==> src/rtl/pb_keycode_encoder_pkg.sv <==
// Shared types for the push-button key-code encoder: FSM state encoding and
// key-code width for the 20-button front panel.
package pb_enc_pkg;
  localparam int NKEYS_DEF = 20;
  localparam int KW        = $clog2(NKEYS_DEF);

  typedef enum logic [1:0] {IDLE, ARM, HELD, REL} pbenc_state_t;
  typedef logic [KW-1:0] keycode_t;
endpackage

==> src/rtl/pb_keycode_encoder_prio_enc.sv <==
// Combinational priority encoder: index of the highest set request bit,
// zero when nothing is set (qualify with any).
module prio_enc #(
  parameter int N = 20,
  localparam int CW = (N > 1) ? $clog2(N) : 1
) (
  input  logic [N-1:0]  req,
  output logic [CW-1:0] code,
  output logic          any
);

  always_comb begin
    code = '0;
    for (int i = 0; i < N; i++) begin
      if (req[i]) code = CW'(i);
    end
    any = |req;
  end

endmodule

==> src/rtl/pb_keycode_encoder.sv <==
// Debounced, priority-encoded key events from raw push-button levels, with a
// code history shift register and a wrapping press counter.
module pb_keycode_encoder
  import pb_enc_pkg::*;
#(
  parameter int NKEYS    = 20,
  parameter int DEBOUNCE = 2,
  parameter int DIGITS   = 8
) (
  input  logic                 hz100,
  input  logic                 reset,
  input  logic [NKEYS-1:0]     pb,
  output logic [KW-1:0]        keycode,
  output logic                 strobe,
  output logic                 valid,
  output logic [DIGITS*KW-1:0] history,
  output logic [7:0]           press_count,
  output logic                 busy
);

  localparam int CNTW = $clog2(DEBOUNCE) + 1;
  localparam logic [CNTW-1:0] CNT_LAST = CNTW'(DEBOUNCE - 1);

  logic [NKEYS-1:0] pb_p0;
  logic [NKEYS-1:0] pb_p1;
  keycode_t         enc_s;
  logic             any_s;
  pbenc_state_t     state;
  logic [CNTW-1:0]  cnt;
  keycode_t         cand;

  // Stage p0/p1: two-flop synchroniser for the asynchronous button levels
  always_ff @(posedge hz100) begin
    if (reset) begin
      pb_p0 <= '0;
      pb_p1 <= '0;
    end else begin
      pb_p0 <= pb;
      pb_p1 <= pb_p0;
    end
  end

  prio_enc #(.N(NKEYS)) u_prio_enc (
    .req  (pb_p1),
    .code (enc_s),
    .any  (any_s)
  );

  // Debounce FSM; event outputs are registered on the accepting edge
  always_ff @(posedge hz100) begin
    if (reset) begin
      state       <= IDLE;
      cnt         <= '0;
      cand        <= '0;
      keycode     <= '0;
      strobe      <= 1'b0;
      valid       <= 1'b0;
      history     <= '0;
      press_count <= '0;
    end else begin
      strobe <= 1'b0;
      case (state)
        IDLE: begin
          if (any_s) begin
            cand  <= enc_s;
            cnt   <= '0;
            state <= ARM;
          end
        end
        ARM: begin
          // A changed winning code restarts arming from IDLE with the new code
          if (!any_s || enc_s != cand) begin
            cnt   <= '0;
            state <= IDLE;
          end else if (cnt == CNT_LAST) begin
            keycode     <= cand;
            strobe      <= 1'b1;
            valid       <= 1'b1;
            history     <= {history[(DIGITS-1)*KW-1:0], cand};
            press_count <= press_count + 8'd1;
            state       <= HELD;
          end else begin
            cnt <= cnt + 1'b1;
          end
        end
        HELD: begin
          if (!any_s) begin
            cnt   <= '0;
            state <= REL;
          end
        end
        REL: begin
          if (any_s) begin
            state <= HELD;
          end else if (cnt == CNT_LAST) begin
            state <= IDLE;
          end else begin
            cnt <= cnt + 1'b1;
          end
        end
        default: state <= IDLE;
      endcase
    end
  end

  assign busy = (state != IDLE);

endmodule

==> config.mk <==
export PLATFORM = sky130hd
export DESIGN_NAME = pb_keycode_encoder
export DESIGN_NICKNAME = d
export VERILOG_FILES = /design/src/rtl/pb_keycode_encoder_pkg.sv /design/src/rtl/pb_keycode_encoder_prio_enc.sv /design/src/rtl/pb_keycode_encoder.sv
export SDC_FILE = /design/constraint.sdc
export NUM_CORES = 1
export LEC_CHECK = 0
export BUFFER_PORTS_ARGS = -buffer_cell sky130_fd_sc_hd__buf_2
export CELL_PAD_IN_SITES_DETAIL_PLACEMENT = 1
export CELL_PAD_IN_SITES_GLOBAL_PLACEMENT = 1
export CORE_ASPECT_RATIO = 0.5
export CORE_UTILIZATION = 36
export DETAILED_ROUTE_END_ITERATION = 8
export GPL_ROUTABILITY_DRIVEN = 0
export PLACE_DENSITY = 0.79
export SYNTH_ARGS = -nofsm -noshare
export SYNTH_HDL_FRONTEND = slang
export SYNTH_SLANG_ARGS = --single-unit
==> constraint.sdc <==
create_clock -name hz100 -period 2.6 [get_ports hz100]
set_input_delay 0.13 -clock hz100 [delete_from_list [all_inputs] [get_ports hz100]]
set_output_delay 0.13 -clock hz100 [all_outputs]
set_load 0.02 [all_outputs]
==> reports/qor.yml, run 1 <==
worst_setup_path:
  critical_path_buf_inv_count: 1
  crit_path_max_fanout: 7
  max_stage_delay_ns: 0.52
  crit_path_frequent_cell: "or4_4"
  worstPathArrival_ns: 2.89
  required_ns: 2.88
  critPathKind: "flop to flop"
  crit_slowest_cell: "or4_4"
  crit_chain: "nor4_4, nand2_1, a21o_1, a221o_1, or4_4, buf_8, or4_4, a21oi_2"
  critPathCaptureType: "flop"
  path_delay_family: "simple AND/OR/NAND/NOR gates"
  cp-start-kind: "flop"
drt:
  post_drt_wl_per_cell_um: 14.7
  first_pass_iters: 4
  route.vias.total: 3488
  drt_iter0_drc: 115
  routed_wirelength_mm: 10.1
  vias_per_cell: 5.08
  antenna_left: 0
  drc: 0
floorplanning:
  die_h_um: 74.6
  initial_core_util_pct: 37.1
  io_pins: 78
  coreArea_sq_um: 10200
  core.rowCount: 26
  die_x_um: 147
  die_area_sq_um: 11000
placement:
  portBuffers: 77
  place_hpwl_mm: 6.58
yosys:
  synthMuxAreaShare_pct: 0.858
  synth_edf_count: 0
  ys_ff_latch: 99
  ys.warnings.count: 0
  synth_top_cell_by_area: "dfxtp_1"
  synth-async-reset-ratio_pct: 0
  ys_types: 44
  syn_inst: 433
  synth_compound_area_share_pct: 18.2
  yosys.area_share.adder_pct: 0.330
  synth.yosys.seq_area_share_pct: 52.3
  yosysMostFrequentCell: "dfxtp_1"
  avgSynthCellArea_sq_um: 8.76
  yosys.area_share.xor_xnor_pct: 0.462
  synth_top_family_by_area: "simple AND/OR/NAND/NOR gates"
  ys.flop_type: "dfxtp_1"
  synthSimpleGateAreaFrac_pct: 22.7
  syn_area_sq_um: 3790
  synth_area_leaders: "dfxtp_1 (52%), nor2b_1 (7.1%), a21oi_1 (7.0%), nand3_1 (6.6%), o21ai_0 (6.6%)"
  syn_nets: 456
  synth_commonest_cells: "dfxtp_1 (99), a21oi_1 (53), nand3_1 (50), o21ai_0 (50), nor2b_1 (43)"
  yosys.area.top_type_share_pct: 52.3
clock_network:
  cts.sink_count: 99
  clkLatencyLatePin_ns: 0.34
  cts_tree: "built"
  numCtsBuffers: 9
  clockBufferDepth: 2
  clk_pin_slew_worst_paths_ns: 0.07
  h-tree-depth: 3
  cts-root-buf: "clkbuf_16"
power_and_ir_drop:
  irDropWorstVdd_uv: 327
  total_power_mw: 3.11
  p_leak_nw: 2.09
  p_per_area_nw_per_um2: 598
sta:
  slew_viol_final: 0
  max_freq_mhz: 383
  worstMarginPinSlew_ns: 0.649
  fin_skew_ns: 0.00743
  finalHoldWorstSlack_ns: 0.00868
  fin_crit_sh_pct: 100
  relSlewSlack_pct: 56.7
  fin_crit_ns: 2.61
  setup_slack_ns: -0.00912
  rsz0062_at_grt: "yes"
  setup_violations: 1
  hold_viol_final: 0
global_route:
  grt_pass1_wl_mm: 16.1
  grt_use_total_pct: 18.5
  overflow: 0
  grt_max_degree: 63
  grt_pass1_vias: 3390
  antenna_found_initial: 0
final_layout:
  layout.area.seq_sq_um: 1990
  nets: 566
  fillCellCount: 1214
  layout-drive-gt1-share_pct: 32.9
  multi_input_comb_area_sq_um: 1810
  n_antenna_cell: 0
  area_delta_synth_final_pct: 37.3
hold_path:
  hold_path.class: "input port to flop"
run:
  drv_cap: 0
outcome:
  outcome: "finished with violations"
  violations: "setup timing"
==> layout make-up <==
| cell class | count | area share, % |
|---|---|---|
| Multi-Input combinational cell | 289 | 34.7 |
| Inverter | 8 | 0.577 |
| Tap cell | 140 | 3.36 |
| Clock buffer | 11 | 4.47 |
| Sequential cell | 99 | 38.3 |
| Clock inverter | 4 | 0.553 |
| Timing Repair Buffer | 136 | 18.1 |
==> layout by cell type (no fill, tap or decap), types with 8 or more instances in the layout <==
cell type / Yosys / layout
dfxtp_1: 99 / 95
buf_2: 1 / 76
a21oi_1: 53 / 50
nand3_1: 50 / 50
nor2b_1: 43 / 43
buf_4: 5 / 36
nor2_1: 27 / 27
o21ai_1: 0 / 22
o21ai_2: 0 / 20
dlygate4sd3_1: 0 / 16
clkbuf_16: 0 / 10
o21ai_0: 50 / 8
==> per-layer routing <==
metal | share of wire (%) | track usage [%]
met4 | 0.43 | 3.67
met1 | 47 | 21.9
met3 | 3.8 | 6.26
met2 | 49 | 33.5
met5 | 0 | 0
==> flip-flops by register name, indices dropped and copies added (netlist names) <==
signal	cells
pb_p1	20
pb_p0	20
history	36
keycode	4
state	2
strobe	1
press_count	8
cand	5
cnt	2
valid	1
==> per-stage QoR <==
step / cells / setup slack (ns) / cell area [sq um] / utilization (%) / setup TNS (ns)
after CTS: 680 / -0.0469 / 4960 / 48.6 / -0.0921
after floorplan: 433 / -0.0367 / 3800 / - / -0.0482
after global routing: 687 / -0.0982 / 5210 / 51.0 / -1.21
after global placement: 646 / -0.0582 / 4480 / 43.8 / -0.175
final: 687 / -0.00912 / 5210 / 51.0 / -0.00912
after detailed placement: 646 / -0.272 / 4480 / 43.8 / -5.19
==> what timing repair did <==
action,in CTS,in global routing
endpoints found under the setup margin,48,48
resized for setup,13,85
endpoints found under the hold margin,16,0
gates cloned,1,2
pin swaps,4,15
hold buffers,16,0
buffers inserted,2,6
==> power breakdown <==
group | switching, mW | leakage [nW] | internal (mW)
registers | 0.0301 | 0.810 | 1.56
logic | 0.167 | 1.16 | 0.160
clock network | 0.556 | 0.122 | 0.644
==> logic make-up after synthesis <==
kind of cell,count (synthesis)
mux,3
fa+ha+maj,1
simple gates,159
buf+inv,45
flops,99
compound gates,124
xor+xnor,2
==> final timing paths <==
kind / to / slack (ns) / start / depth (start not counted)
setup reg to reg: press_count[5] / -0.009 / pb_p1[10] / 8
hold / removal: pb_p0[12] / 0.009 / pb[12] / 2
setup / recovery: press_count[5] / -0.009 / pb_p1[10] / 8
hold reg to reg: pb_p1[17] / 0.44 / pb_p0[17] / 1
Power figures use the tool's default switching activity.
==> run 2, diff against run 1 <==
CORE_ASPECT_RATIO = 1.25   (was 0.5)
==> run 2 against run 1 <==
Compared with the run above: the run now ends clean; fmax grew 1.6%; via count shrank 0.66%; sequential power is essentially flat; critical path type unchanged; critical path depth is the same; clock-buffer cell count shrank 1; largest power group unchanged; critical endpoint is now press_count[7]; first-iteration DRC count grew 17%; sequential share of layout area grew 1.2 points.
==> reports/qor.yml, run 2 (same netlist as run 1, synthesis figures left out) <==
final_layout:
  final_util_pct: 49.8  # was 51.0%
  largest_reg_flops: 36  # unchanged
  largest-register: "history"  # unchanged
  fillCellCount: 1206  # was 1,214
  nets: 551  # was 566
  area_delta_synth_final_pct: 33.5  # was 37.3%
  final_cell_mix: "dfxtp_1 (93), buf_2 (78), a21oi_1 (51), nand3_1 (50), nor2b_1 (43)"  # was dfxtp_1 (95), buf_2 (76), a21oi_1 (50), nand3_1 (50), nor2b_1 (43)
  mostFrequentLayoutCell: "dfxtp_1"  # unchanged
  n_antenna_cell: 0  # unchanged
  largestRegisters: "history x36, pb_p0 x20, pb_p1 x20"  # unchanged
  layout-drive-gt1-share_pct: 30.1  # was 32.9%
  finalNonFillerCells: 660  # was 687
sta:
  fin_crit_sh_pct: 98.7  # was 100%
  relSlewSlack_pct: 40.0  # was 56.7%
  fin_crit_ns: 2.57  # was 2.61 ns
  setup-tns-final_ns: 0  # was -0.00912 ns
  setup_slack_ns: 0.0329  # was -0.00912 ns
  worstMarginPinSlew_ns: 0.899  # was 0.649 ns
  slew_viol_final: 0  # unchanged
  setup_violations: 0  # was 1
  max_freq_mhz: 390  # was 383 MHz
  fin_skew_ns: 0.00959  # was 0.00743 ns
  rsz0062_at_grt: "yes"  # unchanged
  hold_viol_final: 0  # unchanged
drt:
  drt_iter0_drc: 134  # was 115
  drc: 0  # unchanged
  antenna_left: 0  # unchanged
  vias_per_cell: 5.25  # was 5.08
  route.vias.total: 3465  # was 3,488
  routed_wirelength_mm: 10.3  # was 10.1 mm
  post_drt_wl_per_cell_um: 15.6  # was 14.7 um
  first_pass_iters: 4  # unchanged
power_and_ir_drop:
  p_leak_nw: 2.02  # was 2.09 nW
  clkPwrFrac_pct: 42.5  # was 38.5%
  irDropWorstVdd_uv: 418  # was 327 uV
  power_switching_uw: 742  # was 753 uW
  p_int_mw: 2.56  # was 2.36 mW
  switching_share_pct: 22.4  # was 24.2%
  p_per_area_nw_per_um2: 653  # was 598 nW/um^2
  p_comb_share_pct: 9.4  # was 10.5%
  pwr-share-seq_pct: 48.0  # was 51.0%
placement:
  placedCellCount: 632  # was 646
  post-place-ws_ns: -0.0955  # was -0.272 ns
  place_hpwl_mm: 6.60  # was 6.58 mm
  portBuffers: 77  # unchanged
worst_setup_path:
  cp-start-kind: "flop"  # unchanged
  critPathCaptureType: "flop"  # unchanged
  rr_worst_depth: 8  # unchanged
  required_ns: 2.83  # was 2.88 ns
  worstPathArrival_ns: 2.80  # was 2.89 ns
  crit_path_max_fanout: 6  # was 7
  critPathKind: "flop to flop"  # unchanged
clock_network:
  cts_tree: "built"  # unchanged
  h-tree-depth: 3  # unchanged
  clockBufferDepth: 2  # unchanged
  cts.sink_count: 99  # unchanged
  numCtsBuffers: 9  # unchanged
  clkLatencyLatePin_ns: 0.34  # about the same
  cts-root-buf: "clkbuf_16"  # unchanged
  clk_pin_slew_worst_paths_ns: 0.07  # about the same
floorplanning:
  io_pins: 78  # unchanged
  core.rowCount: 41  # was 26
  initial_core_util_pct: 37.3  # was 37.1%
  coreArea_sq_um: 10200  # about the same
  die_area_sq_um: 11000  # about the same
  die_x_um: 93.8  # was 147 um
  die_h_um: 117  # was 74.6 um
global_route:
  antenna_found_initial: 0  # unchanged
  grt_use_total_pct: 19.2  # was 18.5%
  overflow: 0  # unchanged
  grt_max_degree: 49  # was 63
  grt_pass1_wl_mm: 16.4  # was 16.1 mm
  grt_pass1_vias: 3416  # was 3,390
outcome:
  outcome: "completed"  # was finished with violations
run:
  drv_cap: 0  # unchanged
hold_path:
  hold_depth: 2  # unchanged
  hold_path.class: "input port to flop"  # unchanged
run 2: cell types whose count changed in the layout (fill, tap and decap cells not counted), moves of 3 or more:
| cell | before | now |
|---|---|---|
| buf_4 | 36 | 26 |
| dlygate4sd3_1 | 16 | 10 |
| nor2_1 | 27 | 24 |
| o21ai_0 | 8 | 30 |
| o21ai_1 | 22 | 16 |
| o21ai_2 | 20 | 4 |
run 2: through the flow:
step | cell area [sq um] | power [mW] | hold slack [ns]
finish | 5060 | 3.31 | 0.00954
global route | 5060 | 3.44 | 0.0195
CTS | 4930 | 3.31 | 0.00603
detailed placement | 4450 | 1.88 | 0.344
global placement | 4450 | 1.87 | 0.338
floorplan | 3800 | 1.76 | 0.258
run 2: layer usage:
layer,GRT usage [%],up-vias,share of wire (%),routed length [um]
met2,35.0,84,53,5480
met5,0,-,0,0
met4,9.74,0,3.1,318
met1,20.9,1649,41,4180
li1,-,1710,-,-
met3,3.71,22,3.1,322
run 2: power by group through the flow:
stage                     logic (mW)  registers (mW)  clock network [mW]
after floorplan                0.151            1.61                   0
after global placement         0.252            1.62                   0
after detailed placement       0.263            1.62                   0
after CTS                      0.290            1.59                1.43
after global routing           0.343            1.59                1.51
final                          0.312            1.59                1.41
run 2: path summary, 6_finish.rpt:
path                            startpoint              to  slack, ns
worst max register to register   pb_p1[19]  press_count[7]       0.03
worst min-delay path                pb[12]       pb_p0[12]       0.01
worst min register to register    pb_p0[2]        pb_p1[2]       0.44
worst max-delay path             pb_p1[19]  press_count[7]       0.03
run 2: critical path: stages (launching register included):
cell and delay (ns):
dfxtp_2 0.33, nand3b_1 0.10, o21ai_1 0.12, or3_4 0.42
a221o_1 0.30, or4_4 0.52, buf_6 0.16, nor3_2 0.18
mux2_2 0.34
run 2: layout make-up:
cell class,instances,area [sq um],area share (%)
Inverter,8,32.5,0.643
Sequential cell,99,1990,39.4
Tap cell,129,161,3.19
Multi-Input combinational cell,289,1760,34.8
Timing Repair Buffer,121,795,15.7
Clock inverter,4,76.3,1.51
Clock buffer,10,239,4.72
run 2: what timing repair did:
action,CTS,global route
cloned,1,0
endpoints found under the setup margin,46,47
hold buffers,10,0
setup buffers,2,1
pin swaps,15,6
endpoints found under the hold margin,10,0
gates resized for setup,15,46
==> run 3, diff against run 2 <==
ABC_AREA = 1   (was not set)
CORE_UTILIZATION = 30   (was 36)
PLACE_DENSITY = 0.71   (was 0.79)
==> run 3 against run 2 <==
Compared with the run above: design area is 8.6% lower; via count fell by 6.2%; synthesized area shrank 2.4%; critical path depth increased by 16; clock-buffer cell count increased by 1; sequential share of layout area rose by 3.4 points; core utilization fell by 12 points; total power fell by 1.8%; first-iteration DRC count fell by 63%; synthesized cell count increased by 15%.
==> reports/qor.yml, run 3 <==
global_route:
  overflow: 0  # unchanged
  grt_pass1_wl_mm: 14.2  # was 16.4 mm
  grt_max_degree: 50  # was 49
  antenna_found_initial: 0  # unchanged
  grt_pass1_vias: 3285  # was 3,416
  grt_use_total_pct: 14.2  # was 19.2%
drt:
  routed_wirelength_mm: 8.39  # was 10.3 mm
  top_layer: "met4"  # unchanged
  drt_iter0_drc: 50  # was 134
  vias_per_cell: 4.34  # was 5.25
  route.met2.wl_mm: 4.42  # was 5.48 mm
  antenna_left: 0  # unchanged
  drc: 0  # unchanged
  met1_length_mm: 3.56  # was 4.18 mm
  first_pass_iters: 4  # unchanged
  route.vias.total: 3250  # was 3,465
  dr_wl_met3_um: 282  # was 322 um
  post_drt_wl_per_cell_um: 11.2  # was 15.6 um
clock_network:
  h-tree-depth: 3  # unchanged
  clkLatencyLatePin_ns: 0.34  # about the same
  clk_pin_slew_worst_paths_ns: 0.06  # was 0.07 ns
  cts_tree: "built"  # unchanged
  cts.sink_count: 99  # unchanged
  clockBufferDepth: 2  # unchanged
  numCtsBuffers: 9  # unchanged
  cts-root-buf: "clkbuf_16"  # unchanged
  cts_setup_buffers: 0  # was 2
sta:
  rsz0062_at_grt: "no"  # was yes
  relSlewSlack_pct: 60.2  # was 40.0%
  finalHoldWorstSlack_ns: 0.00195  # was 0.00954 ns
  fin_skew_ns: 0.00871  # was 0.00959 ns
  max_freq_mhz: 454  # was 390 MHz
  setup_slack_ns: 0.398  # was 0.0329 ns
  fin_crit_ns: 2.20  # was 2.57 ns
  setup_violations: 0  # unchanged
  worstMarginPinSlew_ns: 0.598  # was 0.899 ns
  fin_crit_sh_pct: 84.7  # was 98.7%
  setup-tns-final_ns: 0  # unchanged
  hold_viol_final: 0  # unchanged
  slew_viol_final: 0  # unchanged
yosys:
  yosys.area_share.adder_pct: 0.338  # was 0.330%
  synth_compound_area_share_pct: 9.12  # was 18.2%
  synth-async-reset-ratio_pct: 0  # unchanged
  synth_area_leaders: "dfxtp_1 (54%), nand2_1 (14%), a21oi_1 (7.4%), inv_1 (7.3%), nor2_1 (6.1%)"  # was dfxtp_1 (52%), nor2b_1 (7.1%), a21oi_1 (7.0%), nand3_1 (6.6%), o21ai_0 (6.6%)
  ys_ff_latch: 99  # unchanged
  yosysMostFrequentCell: "nand2_1"  # was dfxtp_1
  ys_types: 24  # was 44
  synthSimpleGateAreaFrac_pct: 23.8  # was 22.7%
  syn_area_sq_um: 3700  # was 3790 sq um
  ys.flop_type: "dfxtp_1"  # unchanged
  synth_commonest_cells: "nand2_1 (143), dfxtp_1 (99), inv_1 (72)"  # was dfxtp_1 (99), a21oi_1 (53), nand3_1 (50), o21ai_0 (50), nor2b_1 (43)
  syn_nets: 520  # was 456
  synth.yosys.seq_area_share_pct: 53.5  # was 52.3%
  synthMuxAreaShare_pct: 0  # was 0.858%
  avgSynthCellArea_sq_um: 7.45  # was 8.76 sq um
  ys.warnings.count: 0  # unchanged
  yosys.area_share.xor_xnor_pct: 1.66  # was 0.462%
  synth_top_family_by_area: "simple AND/OR/NAND/NOR gates"  # unchanged
  synth_edf_count: 0  # unchanged
  yosys.area.top_type_share_pct: 53.5  # was 52.3%
  syn_inst: 497  # was 433
  synth_top_cell_by_area: "dfxtp_1"  # unchanged
final_layout:
  multi_input_comb_area_sq_um: 1290  # was 1760 sq um
  n_antenna_cell: 0  # unchanged
  largest-register: "history"  # unchanged
  final_util_pct: 38.2  # was 49.8%
  fillCellCount: 1517  # was 1,206
  layout.area.seq_sq_um: 1980  # was 1990 sq um
  design_area_sq_um: 4630  # was 5060 sq um
  mostFrequentLayoutCell: "nand2_1"  # was dfxtp_1
  largest_reg_flops: 36  # unchanged
  layout-drive-gt1-share_pct: 17.6  # was 30.1%
  nets: 602  # was 551
  area_delta_synth_final_pct: 25.0  # was 33.5%
  final_cell_mix: "nand2_1 (143), dfxtp_1 (99), buf_2 (77), inv_1 (72), nor2_1 (60)"  # was dfxtp_1 (93), buf_2 (78), a21oi_1 (51), nand3_1 (50), nor2b_1 (43)
  largestRegisters: "history x36, pb_p0 x20, pb_p1 x20"  # unchanged
worst_setup_path:
  crit_path_start: "pb_p1[2]"  # was pb_p1[19]
  required_ns: 2.86  # was 2.83 ns
  crit_chain: "inv_1, nand2_1, nand2_1, nand2_1, nand2_1, nand2_1, nand2_1, nand2_1, nand2_1, nand2_1, nand2_1, nand2_1, nand2_1, nand2_1, nand2_1, nand2_1, nand2_1, nand2_1, nand2_1, nand2_1, nand4_2, buf_6, nand2_1, a21oi_1"  # was nand3b_1, o21ai_1, or3_4, a221o_1, or4_4, buf_6, nor3_2, mux2_2
  crit_path_max_fanout: 49  # was 6
  cp-start-kind: "flop"  # unchanged
  worstPathArrival_ns: 2.46  # was 2.80 ns
  critPathCapture: "history[28]"  # was press_count[7]
  worstReg2RegStart: "pb_p1[2]"  # was pb_p1[19]
  crit_path_frequent_cell: "nand2_1"
  max_stage_delay_ns: 0.33  # was 0.52 ns
  cp.depth: 24  # was 8
  rr_worst_depth: 24  # was 8
  critPathKind: "flop to flop"  # unchanged
  critical_path_buf_inv_count: 2  # was 1
  r2r_slack_ns: 0.40  # was 0.03 ns
  crit_slowest_cell: "buf_6"  # was or4_4
  worstReg2RegEnd: "history[28]"  # was press_count[7]
  critPathCaptureType: "flop"  # unchanged
  path_delay_family: "simple AND/OR/NAND/NOR gates"  # unchanged
floorplanning:
  die_h_um: 126  # was 117 um
  coreArea_sq_um: 12100  # was 10,200 sq um
  die_area_sq_um: 12800  # was 11,000 sq um
  io_pins: 78  # unchanged
  die_x_um: 101  # was 93.8 um
  initial_core_util_pct: 30.6  # was 37.3%
  core.rowCount: 45  # was 41
outcome:
  outcome: "completed"  # unchanged
power_and_ir_drop:
  p_per_area_nw_per_um2: 702  # was 653 nW/um^2
  irDropWorstVdd_uv: 270  # was 418 uV
  p_leak_nw: 2.18  # was 2.02 nW
run:
  drv_cap: 0  # unchanged
hold_path:
  hold_path.class: "input port to flop"  # unchanged
placement:
  place_hpwl_mm: 5.85  # was 6.60 mm
  post-place-ws_ns: 0.257  # was -0.0955 ns
  portBuffers: 77  # unchanged
  placed_cell_area_sq_um: 4210  # was 4450 sq um
-- run 3: changes by cell type in the layout (fill, tap and decap cells not counted), moves of 5 or more --
cell	change
buf_4	-25
dlygate4sd3_1	+5
nand3_1	-38
o21ai_0	-23
or4_1	-5
nand2_1	+135
dfxtp_1	+6
inv_1	+65
nor2_1	+36
nor2b_1	-43
inv_2	+6
o21ai_1	-15
-- run 3: area by class of cell --
type	count	area share [%]
flip-flops and latches	99	42.8
clock inverters	5	0.622
well taps	164	4.43
repair buffers	96	12.8
multi-input cells	295	27.9
inverters	78	6.33
clock buffers	11	5.03
-- run 3: cells by family (layout without fill, tap and decap cells) --
logic type	after synthesis	count (layout)
xor gates and xnor gates	7	7
buffers and inverters	103	190
DFF	99	99
AOI/OAI and AO/OA	66	66
and+or+nand+nor	221	221
adders and majority gates	1	1
-- run 3: worst min-delay path by stage --
stage | depth (start not counted) | slack, ns | endpoint | startpoint
finish | 3 | 0.002 | pb_p0[14] | pb[14]
floorplan | 2 | 0.24 | pb_p0[0] | pb[0]
CTS | 3 | 0.00005 | pb_p0[18] | pb[18]
detailed placement | 3 | 0.34 | pb_p0[3] | pb[3]
global placement | 3 | 0.33 | pb_p0[4] | pb[4]
global route | 3 | 0.002 | pb_p0[14] | pb[14]
-- run 3: through the flow --
stage / instances / power [mW]
5_1_grt: 748 / 3.43
6_report: 748 / 3.25
4_1_cts: 748 / 3.30
3_3_place_gp: 717 / 2.06
2_1_floorplan: 497 / 1.96
3_5_place_dp: 717 / 2.08
-- run 3: timing repair --
item | in CTS | in global routing
setup endpoints to repair | 0 | 48
endpoints found under the hold margin | 15 | 0
hold buffers | 15 | 0
gates resized for setup | 0 | 1
-- run 3: worst register-to-register path: stages (launching register included) --
cell and delay (ns):
dfxtp_1 0.30, inv_1 0.06, nand2_1 0.05, nand2_1 0.06, nand2_1 0.07, nand2_1 0.06
nand2_1 0.05, nand2_1 0.05, nand2_1 0.04, nand2_1 0.05, nand2_1 0.04, nand2_1 0.05
nand2_1 0.05, nand2_1 0.05, nand2_1 0.04, nand2_1 0.05, nand2_1 0.04, nand2_1 0.05
nand2_1 0.06, nand2_1 0.08, nand2_1 0.10, nand4_2 0.11, buf_6 0.33, nand2_1 0.12
a21oi_1 0.18
-- run 3: power breakdown --
group / internal (mW) / switching [mW]
Combinational: 0.146 / 0.261
Sequential: 1.59 / 0.0597
Clock: 0.646 / 0.543
-- run 3: routing by layer --
metal,global-route usage [%],up-vias
li1,-,1656
met1,14.6,1524
met2,27.1,63
met3,3.11,7
met4,5.88,0
met5,0,-
